**src/rtl/regfile_sb_if.sv**
```systemverilog
// Bus bundle for regfile_sb: read ports, two writeback ports, issue/flush and scoreboard status.
// The master drives addresses, writes and issue; the slave (register file) returns data and busy state.
interface regfile_sb_if #(
  parameter int XLEN = 32,
  parameter int AW   = 5,
  parameter int NRD  = 2
);
  logic [NRD*AW-1:0]   rd_addr_i;
  logic [NRD*XLEN-1:0] rd_data_o;
  logic [NRD-1:0]      rd_busy_o;
  logic                w0_en_i;
  logic [AW-1:0]       w0_addr_i;
  logic [XLEN-1:0]     w0_data_i;
  logic                w1_en_i;
  logic [AW-1:0]       w1_addr_i;
  logic [XLEN-1:0]     w1_data_i;
  logic                iss_en_i;
  logic [AW-1:0]       iss_addr_i;
  logic                flush_i;
  logic [AW:0]         busy_cnt_o;

  modport master (
    output rd_addr_i, w0_en_i, w0_addr_i, w0_data_i, w1_en_i, w1_addr_i, w1_data_i,
           iss_en_i, iss_addr_i, flush_i,
    input  rd_data_o, rd_busy_o, busy_cnt_o
  );

  modport slave (
    input  rd_addr_i, w0_en_i, w0_addr_i, w0_data_i, w1_en_i, w1_addr_i, w1_data_i,
           iss_en_i, iss_addr_i, flush_i,
    output rd_data_o, rd_busy_o, busy_cnt_o
  );
endinterface

```
**src/rtl/regfile_sb.sv**
```systemverilog
// Integer register file with NRD bypassed read ports, two writeback ports (w1 has priority)
// and a per-register busy scoreboard driven by issue, writeback and flush.
module regfile_sb #(
  parameter int XLEN     = 32,
  parameter int AW       = 5,
  parameter int NRD      = 2,
  parameter int ZERO_REG = 1
) (
  input  logic        clk,
  input  logic        rst_n,
  regfile_sb_if.slave bus
);
  localparam int NREGS = 1 << AW;

  logic [XLEN-1:0]     mem_q [NREGS];
  logic [XLEN-1:0]     mem_d [NREGS];
  logic [NREGS-1:0]    busy_q, busy_d;
  logic                w0_we, w1_we;
  logic [NRD*XLEN-1:0] rd_data;
  logic [NRD-1:0]      rd_busy;
  logic [AW:0]         cnt;

  function automatic logic is_zero_reg(input logic [AW-1:0] a);
    return (ZERO_REG != 0) && (a == '0);
  endfunction

  // Returns {busy, data} for one read port after writeback bypass.
  function automatic logic [XLEN:0] rd_lookup(input logic [AW-1:0] a);
    logic [XLEN-1:0] d;
    logic            b;
    logic            h0, h1;
    h0 = bus.w0_en_i && (bus.w0_addr_i == a);
    h1 = bus.w1_en_i && (bus.w1_addr_i == a);
    d  = mem_q[a];
    b  = busy_q[a];
    if (h1)      d = bus.w1_data_i;
    else if (h0) d = bus.w0_data_i;
    if (h0 || h1) b = 1'b0;
    if (is_zero_reg(a)) begin
      d = '0;
      b = 1'b0;
    end
    return {b, d};
  endfunction

  assign w0_we = bus.w0_en_i && !is_zero_reg(bus.w0_addr_i);
  assign w1_we = bus.w1_en_i && !is_zero_reg(bus.w1_addr_i);

  always_comb begin
    mem_d = mem_q;
    if (w0_we) mem_d[bus.w0_addr_i] = bus.w0_data_i;
    if (w1_we) mem_d[bus.w1_addr_i] = bus.w1_data_i;
  end

  // A new producer (issue) overrides a same-cycle writeback of the previous one.
  always_comb begin
    busy_d = busy_q;
    for (int r = 0; r < NREGS; r++) begin
      if (bus.flush_i)
        busy_d[r] = 1'b0;
      else if (bus.iss_en_i && (bus.iss_addr_i == AW'(r)))
        busy_d[r] = 1'b1;
      else if ((w0_we && (bus.w0_addr_i == AW'(r))) || (w1_we && (bus.w1_addr_i == AW'(r))))
        busy_d[r] = 1'b0;
    end
    if (ZERO_REG != 0) busy_d[0] = 1'b0;
  end

  always_ff @(posedge clk) begin
    if (!rst_n) begin
      for (int r = 0; r < NREGS; r++) mem_q[r] <= '0;
      busy_q <= '0;
    end else begin
      for (int r = 0; r < NREGS; r++) mem_q[r] <= mem_d[r];
      busy_q <= busy_d;
    end
  end

  always_comb begin
    logic [XLEN:0] res;
    rd_data = '0;
    rd_busy = '0;
    for (int k = 0; k < NRD; k++) begin
      res = rd_lookup(bus.rd_addr_i[k*AW +: AW]);
      rd_data[k*XLEN +: XLEN] = res[XLEN-1:0];
      rd_busy[k]              = res[XLEN];
    end
  end

  always_comb begin
    cnt = '0;
    for (int r = 0; r < NREGS; r++) cnt = cnt + (AW+1)'(busy_q[r]);
  end

  // Outputs are held at zero while reset is asserted, independent of stored state.
  assign bus.rd_data_o  = rst_n ? rd_data : '0;
  assign bus.rd_busy_o  = rst_n ? rd_busy : '0;
  assign bus.busy_cnt_o = rst_n ? cnt : '0;
endmodule

```
**src/flat_wrapper.sv**
```systemverilog
// flat-port wrapper written by rule: the top's interface ports become plain ports
module regfile_sb_flat 
#(
  parameter int XLEN     = 32,
  parameter int AW       = 5,
  parameter int NRD      = 2,
  parameter int ZERO_REG = 1
)
  (clk, rst_n, bus_rd_addr_i, bus_w0_en_i, bus_w0_addr_i, bus_w0_data_i, bus_w1_en_i, bus_w1_addr_i, bus_w1_data_i, bus_iss_en_i, bus_iss_addr_i, bus_flush_i, bus_rd_data_o, bus_rd_busy_o, bus_busy_cnt_o);
  regfile_sb_if #(.XLEN(XLEN), .AW(AW), .NRD(NRD)) bus_i ();
  input  logic clk;
  input  logic rst_n;
  input wire logic [$bits(bus_i.rd_addr_i)-1:0] bus_rd_addr_i;
  input wire logic [$bits(bus_i.w0_en_i)-1:0] bus_w0_en_i;
  input wire logic [$bits(bus_i.w0_addr_i)-1:0] bus_w0_addr_i;
  input wire logic [$bits(bus_i.w0_data_i)-1:0] bus_w0_data_i;
  input wire logic [$bits(bus_i.w1_en_i)-1:0] bus_w1_en_i;
  input wire logic [$bits(bus_i.w1_addr_i)-1:0] bus_w1_addr_i;
  input wire logic [$bits(bus_i.w1_data_i)-1:0] bus_w1_data_i;
  input wire logic [$bits(bus_i.iss_en_i)-1:0] bus_iss_en_i;
  input wire logic [$bits(bus_i.iss_addr_i)-1:0] bus_iss_addr_i;
  input wire logic [$bits(bus_i.flush_i)-1:0] bus_flush_i;
  output wire logic [$bits(bus_i.rd_data_o)-1:0] bus_rd_data_o;
  output wire logic [$bits(bus_i.rd_busy_o)-1:0] bus_rd_busy_o;
  output wire logic [$bits(bus_i.busy_cnt_o)-1:0] bus_busy_cnt_o;
  assign bus_i.rd_addr_i = bus_rd_addr_i;
  assign bus_i.w0_en_i = bus_w0_en_i;
  assign bus_i.w0_addr_i = bus_w0_addr_i;
  assign bus_i.w0_data_i = bus_w0_data_i;
  assign bus_i.w1_en_i = bus_w1_en_i;
  assign bus_i.w1_addr_i = bus_w1_addr_i;
  assign bus_i.w1_data_i = bus_w1_data_i;
  assign bus_i.iss_en_i = bus_iss_en_i;
  assign bus_i.iss_addr_i = bus_iss_addr_i;
  assign bus_i.flush_i = bus_flush_i;
  assign bus_rd_data_o = bus_i.rd_data_o;
  assign bus_rd_busy_o = bus_i.rd_busy_o;
  assign bus_busy_cnt_o = bus_i.busy_cnt_o;
  regfile_sb #(.XLEN(XLEN), .AW(AW), .NRD(NRD), .ZERO_REG(ZERO_REG)) u_core (.clk(clk), .rst_n(rst_n), .bus(bus_i));
endmodule
```
**config.mk**
```make
export PLATFORM = sky130hd
export DESIGN_NAME = regfile_sb_flat
export DESIGN_NICKNAME = d
export VERILOG_FILES = /design/src/rtl/regfile_sb_if.sv /design/src/rtl/regfile_sb.sv /design/src/flat_wrapper.sv
export SDC_FILE = /design/constraint.sdc
export NUM_CORES = 2
export LEC_CHECK = 0
export BUFFER_PORTS_ARGS = -buffer_cell sky130_fd_sc_hd__buf_2
export CAP_MARGIN = 25
export CORE_ASPECT_RATIO = 0.9
export CORE_MARGIN = 2
export CORE_UTILIZATION = 43
export CTS_CLUSTER_SIZE = 25
export DETAILED_ROUTE_END_ITERATION = 16
export GPL_TIMING_DRIVEN = 0
export HOLD_SLACK_MARGIN = 0.05
export PLACE_DENSITY = 0.61
export SLEW_MARGIN = 25
export SYNTH_ARGS = -nofsm -noshare
export SYNTH_HDL_FRONTEND = slang
export SYNTH_SLANG_ARGS = --single-unit
```
**constraint.sdc**
```tcl
create_clock -name clk -period 6.75 [get_ports clk]
set_input_delay 0.675 -clock clk [delete_from_list [all_inputs] [get_ports clk]]
set_output_delay 0.675 -clock clk [all_outputs]
set_load 0.01 [all_outputs]
```
Word level (Yosys, flattened, before mapping)
Cells that the tools add are included.
{"block": "op_classes", "n_eq_ne": 97, "n_reduce_logical": 172, "add_sub_neg": 31, "n_lt_le_gt_ge": 8, "bitwise": 5, "n_mux": 93}
{"operator": "1024-bit bitwise mux", "count": 2}
{"operator": "1024-bit two-way mux", "count": 2}
{"operator": "32-bit two-way mux", "count": 12}
{"operator": "32-bit binary-select mux with 5-bit select", "count": 2}
{"operator": "32-bit demux with 5-bit select", "count": 2}
{"operator": "5-bit == test, second input constant", "count": 48}
{"operator": "6-bit by 1-bit adder with 6-bit output", "count": 30}
{"operator": "5-bit by 4-bit == test with 1-bit output, second input constant", "count": 24}
{"operator": "1-bit logical AND", "count": 101}
{"operator": "1-bit two-way mux", "count": 68}
{"operator": "64-bit two-way mux", "count": 1}
{"operator": "2-bit nonzero test", "count": 31}
{"operator": "5-bit by 3-bit == test with 1-bit output, second input constant", "count": 12}
{"operator": "1-bit logical OR", "count": 33}
{"operator": "5-bit by 2-bit == test with 1-bit output, second input constant", "count": 6}
{"operator": "6-bit >= comparator, second input constant", "count": 4}
{"operator": "5-bit inverter with 6-bit output", "count": 4}
{"operator": "5-bit == test", "count": 4}
{"operator": "5-bit logical NOT", "count": 4}
{"operator": "5-bit by 1-bit == test with 1-bit output, second input constant", "count": 3}
{"operator": "5-bit by 6-bit less-than comparator with 1-bit output, second input constant", "count": 2}
{"operator": "6-bit by 1-bit less-than comparator with 1-bit output, second input constant", "count": 2}
{"operator": "1-bit binary-select mux with 5-bit select", "count": 2}
{"operator": "6-bit two-way mux", "count": 1}
{"operator": "5 further kinds", "count": 6}
{"block": "totals", "out_inout_bits": 72, "regBits": 1056, "in_bits": 95}

Logic depth before layout (Yosys ltp)
{"block": "depth", "ltp_word": 32, "depth_mapped": 17}

Least setup slack after synthesis
Ideal clock, no wire load.
{"block": "synth_timing", "path_kind": "register to output", "start": "reg u_core.busy_q[24]", "end": "out bus_busy_cnt_o[4]", "slack_ps": 1352, "path_stages_with_launch": 17, "arrival_time_ps": 4723, "path_buffers": 0, "required_ps": 6075, "cell_sequence": "dfxtp_1 inv_1 fa_1 fa_1 inv_1 fa_1 inv_1 fa_1 fa_1 fa_1 fa_1 fa_1 inv_1 a21o_1 a21oi_1 xor2_1 nor2_1"}
{"block": "synth_between", "elab_chain_len": 9}
{"element": "from (decl)", "line_no": "regfile_sb.sv:17", "text": "logic [NREGS-1:0] busy_q, busy_d;"}
{"element": "from (signal assigned)", "line_no": "regfile_sb.sv:75", "text": "busy_q <= busy_d;"}
{"element": "6-bit by 1-bit adder with 6-bit output (8 in a row)", "line_no": "regfile_sb.sv:92", "text": "for (int r = 0; r < NREGS; r++) cnt = cnt + (AW+1)'(busy_q[r]);"}
{"element": "6-bit two-way mux", "line_no": "regfile_sb.sv:98", "text": "assign bus.busy_cnt_o = rst_n ? cnt : '0;"}
{"element": "to (decl)", "line_no": "flat_wrapper.sv:25", "text": "output wire logic [$bits(bus_i.busy_cnt_o)-1:0] bus_busy_cnt_o;"}
No other way between the ends.

Worst setup path in the final report
{"block": "layout_timing", "start": "reg u_core.busy_q[1]", "end": "out bus_busy_cnt_o[4]"}
{"block": "layout_between", "elab_chain_len": 32}
{"element": "1-bit by 1-bit adder with 2-bit output", "line_no": "regfile_sb.sv:92"}
{"element": "6-bit by 1-bit adder with 6-bit output (30 in a row)", "line_no": "regfile_sb.sv:92"}
{"element": "6-bit two-way mux", "line_no": "regfile_sb.sv:98"}
No other way between the ends.

==> impl_metrics.py <==
metrics = {
    "die": {
        "core_um2": 151000,
        "start_util": 0.434,
        "die_width_um": 416,
        "ios": 167,
        "die_y_um": 374,
        "num_rows": 135,
        "die-area_um2": 156000,
    },
    "power_and_ir_drop": {
        "ir_drop_mv": 0.223,
        "power_density_nw_per_um2": 218,
        "p_leak_nw": 25.3,
        "power.total_w": 0.0161,
    },
    "detailed_routing": {
        "post_drt_wl_per_cell_um": 45.1,
        "drt_first_pass_iters": 9,
        "final_antenna_net_count": 0,
        "drc": 0,
        "viasPerCell": 7.33,
        "drtIter0Drc": 12400,
        "routed_wl_um": 431000,
        "route.vias.total": 70100,
    },
    "sta": {
        "hold_violations": 0,
        "tns_ns": 0,
        "setup_viol": 0,
        "worst_pin_slew_ns": 1.29,
        "period_share": 0.996,
        "max_freq_mhz": 149,
        "fin_skew_ns": 0,
        "drv_slew": 0,
        "relSlewSlack": 0.138,
        "min_period_ns": 6.72,
        "rsz0062_at_grt": "yes",
    },
    "logic_synthesis": {
        "yosys.area.top_type": "dfxtp_1",
        "avgSynthCellArea_um2": 9.13,
        "async_flop_share": 0,
        "synth_warnings": 0,
        "synth_cell_types": 66,
        "ys_top_cells_by_area": "dfxtp_1 (32%), mux4_2 (16%), mux2i_1 (11%), a211oi_1 (6.5%), nor2_1 (6.1%)",
        "synth_seq_cells": 1055,
        "yosysTopAreaCellShare": 0.322,
        "syn_inst": 7185,
        "yosysSeqAreaShare": 0.322,
        "synth_edf_count": 0,
        "synthFlopType": "dfxtp_1",
        "synth.cell_area_um2": 65600,
        "synth_nets": 7310,
    },
    "cells_and_area": {
        "fill_cells": 14500,
        "drive_gt1_frac": 0.167,
        "layoutNonFillerInstCount": 9557,
        "final_cell_mix": "nor2_1 (1054), dfxtp_1 (1042), nand2_1 (776)",
        "synthToLayoutAreaGrowth_pct": 12.4,
        "final_common_cell": "nor2_1",
        "post-route-util": 0.488,
        "nets": 7582,
    },
    "min_path": {
        "hold_start": "bus_w1_data_i[16]",
        "hold_end": "u_core.mem_q[112]$_SDFF_PN0_",
        "hold_depth": 3,
        "min_path_type": "primary input to flip-flop",
    },
    "flow_run": {
        "maxCapViolations": 0,
    },
    "global_routing": {
        "grtUsageTotal": 0.533,
        "grt_max_degree": 17,
        "overflow": 0,
        "grt_pass1_vias": 64700,
        "antenna_found_initial": 41,
        "grt_pass1_wl_um": 566000,
    },
    "critical_path": {
        "cp-start-kind": "flip-flop",
        "critPathCaptureType": "primary output",
        "path_cells": "inv_1 -> fa_2 -> fa_2 -> fa_1 -> fa_2 -> fa_2 -> fa_1 -> fa_2 -> fa_2 -> inv_2 -> a21o_1 -> a21oi_2 -> xor2_1 -> nor2_1 -> buf_2",
        "cp.required_ns": 6.07,
        "worst-path-buf-inv": 3,
        "reg2reg_depth": 2,
        "r2r-start": "u_core.mem_q[258]$_SDFF_PN0_",
        "crit_path_max_fanout": 4,
        "rr_endpoint": "u_core.mem_q[258]$_SDFF_PN0_",
        "critPathKind": "flip-flop to primary output",
        "cpMostUsedCell": "fa_2",
        "cp_top_family": "adder cells",
        "cpMaxStageDelayCell": "fa_2",
        "path_depth": 15,
        "r2r_slack_ns": 5.60,
        "arrival_ns": 6.05,
        "max_stage_delay_ns": 0.63,
    },
    "cts": {
        "clkLatencyLatePin_ns": 0.82,
        "clkSinkCount": 1055,
        "cts_root_buf": "clkbuf_16",
        "h-tree-depth": 3,
        "clk_pin_slew_worst_paths_ns": 0.06,
        "cts_buffers": 120,
        "cts_tree": "done",
        "hold_buffers": 0,
        "ctsLongestPathBuffers": 3,
    },
    "placement": {
        "io_buffers": 118,
        "dp.cells": 9314,
        "place_hpwl_um": 339000,
        "globalplace.congestion": 1.09,
    },
    "run_status": {
        "status": "finished clean",
    },
}
-- routing by layer --
layer,track usage,share of wire,up-vias,routed length [um]
li1,-,-,27300,-
met2,0.723,0.39,6224,167000
met3,0.250,0.16,1453,67300
met4,0.391,0.091,30,39400
met1,0.654,0.36,35100,157000
met5,0.00678,0.0010,-,452
-- where the power goes --
part / switching (W) / internal (W) / total (W)
Clock: 0.00311 / 0.00401 / 0.00712
Sequential: 0.000124 / 0.00634 / 0.00647
Combinational: 0.00189 / 0.000614 / 0.00250
-- synth_stat cells (14+ instances only) --
cell type / count
nor2_1: 1059
dfxtp_1: 1055
nand2_1: 776
mux2i_1: 722
clkbuf_1: 619
a211oi_1: 570
mux4_2: 454
a311oi_1: 423
nand3_1: 279
buf_2: 176
a22oi_1: 146
buf_1: 82
a21oi_1: 78
inv_1: 72
o21ai_0: 69
buf_4: 65
o22ai_1: 60
and2_1: 52
mux2_2: 47
a32oi_1: 26
o21ai_1: 25
o221ai_1: 25
fa_1: 23
nor2b_1: 21
o211ai_1: 20
a221o_1: 19
buf_6: 19
a211o_1: 18
nor2_2: 14
-- metrics by stage --
stage	worst slack (ns)	cell area (um^2)	hold slack, ns
finish	0.0297	73700	0.226
global route	-0.00656	73700	0.224
CTS	0.0462	73500	0.191
detailed placement	0.672	69400	0.473
global placement	0.689	68700	0.461
floorplan	1.35	65600	0.448
-- worst reg2reg max path: cells and delay by family (launching register included) --
kind	cells	cell delay [ns]
DFF	1	0.59
AOI/OAI and AO/OA	2	0.46
-- how the worst max path moves through the flow --
stage / slack [ns] / start / endpoint
6_report: 0.03 / u_core.busy_q[1]$_SDFFE_PP0P_ / bus_busy_cnt_o[4]
5_1_grt: -0.007 / u_core.busy_q[1]$_SDFFE_PP0P_ / bus_busy_cnt_o[4]
4_1_cts: 0.05 / u_core.busy_q[24]$_SDFFE_PP0P_ / bus_busy_cnt_o[4]
3_5_place_dp: 0.67 / u_core.busy_q[1]$_SDFFE_PP0P_ / bus_busy_cnt_o[4]
3_3_place_gp: 0.69 / u_core.busy_q[1]$_SDFFE_PP0P_ / bus_busy_cnt_o[4]
2_1_floorplan: 1.35 / u_core.busy_q[24]$_SDFFE_PP0P_ / bus_busy_cnt_o[4]
-- registers in the layout, indices dropped and copies added, names as in the netlist --
signal / flops
u_core.mem_q: 1024
u_core.busy_q: 31
-- cell type report --
class                           instances  area, um^2  share of cell area
Multi-Input combinational cell       5085       40000               0.542
Sequential cell                      1055       21100               0.287
Buffer                                972        4380              0.0595
Clock buffer                          180        3610              0.0490
Tap cell                             1986        2480              0.0337
Timing Repair Buffer                  150        1300              0.0177
Clock inverter                         37         482             0.00654
Inverter                               73         277             0.00375
Antenna cell                           19        47.5            0.000645
-- what timing repair did --
item	CTS	global route
setup buffers	0	1
setup endpoints to repair	1	1
pin swaps	0	12
endpoints found under the hold margin	0	0
resized for setup	8	21
-- cells by family (layout without fill, tap and decap cells) --
group,count (synthesis),after routing,synth area share
other,0,19,0
and+or+nand+nor,2277,2277,0.143
adders and majority gates,30,30,0.00836
xor gates and xnor gates,23,23,0.00307
buffers and inverters,1045,1412,0.0697
DFF,1055,1055,0.322
muxes,1223,1223,0.274
AOI/OAI and AO/OA,1532,1532,0.179
Power figures use the tool's default switching activity.
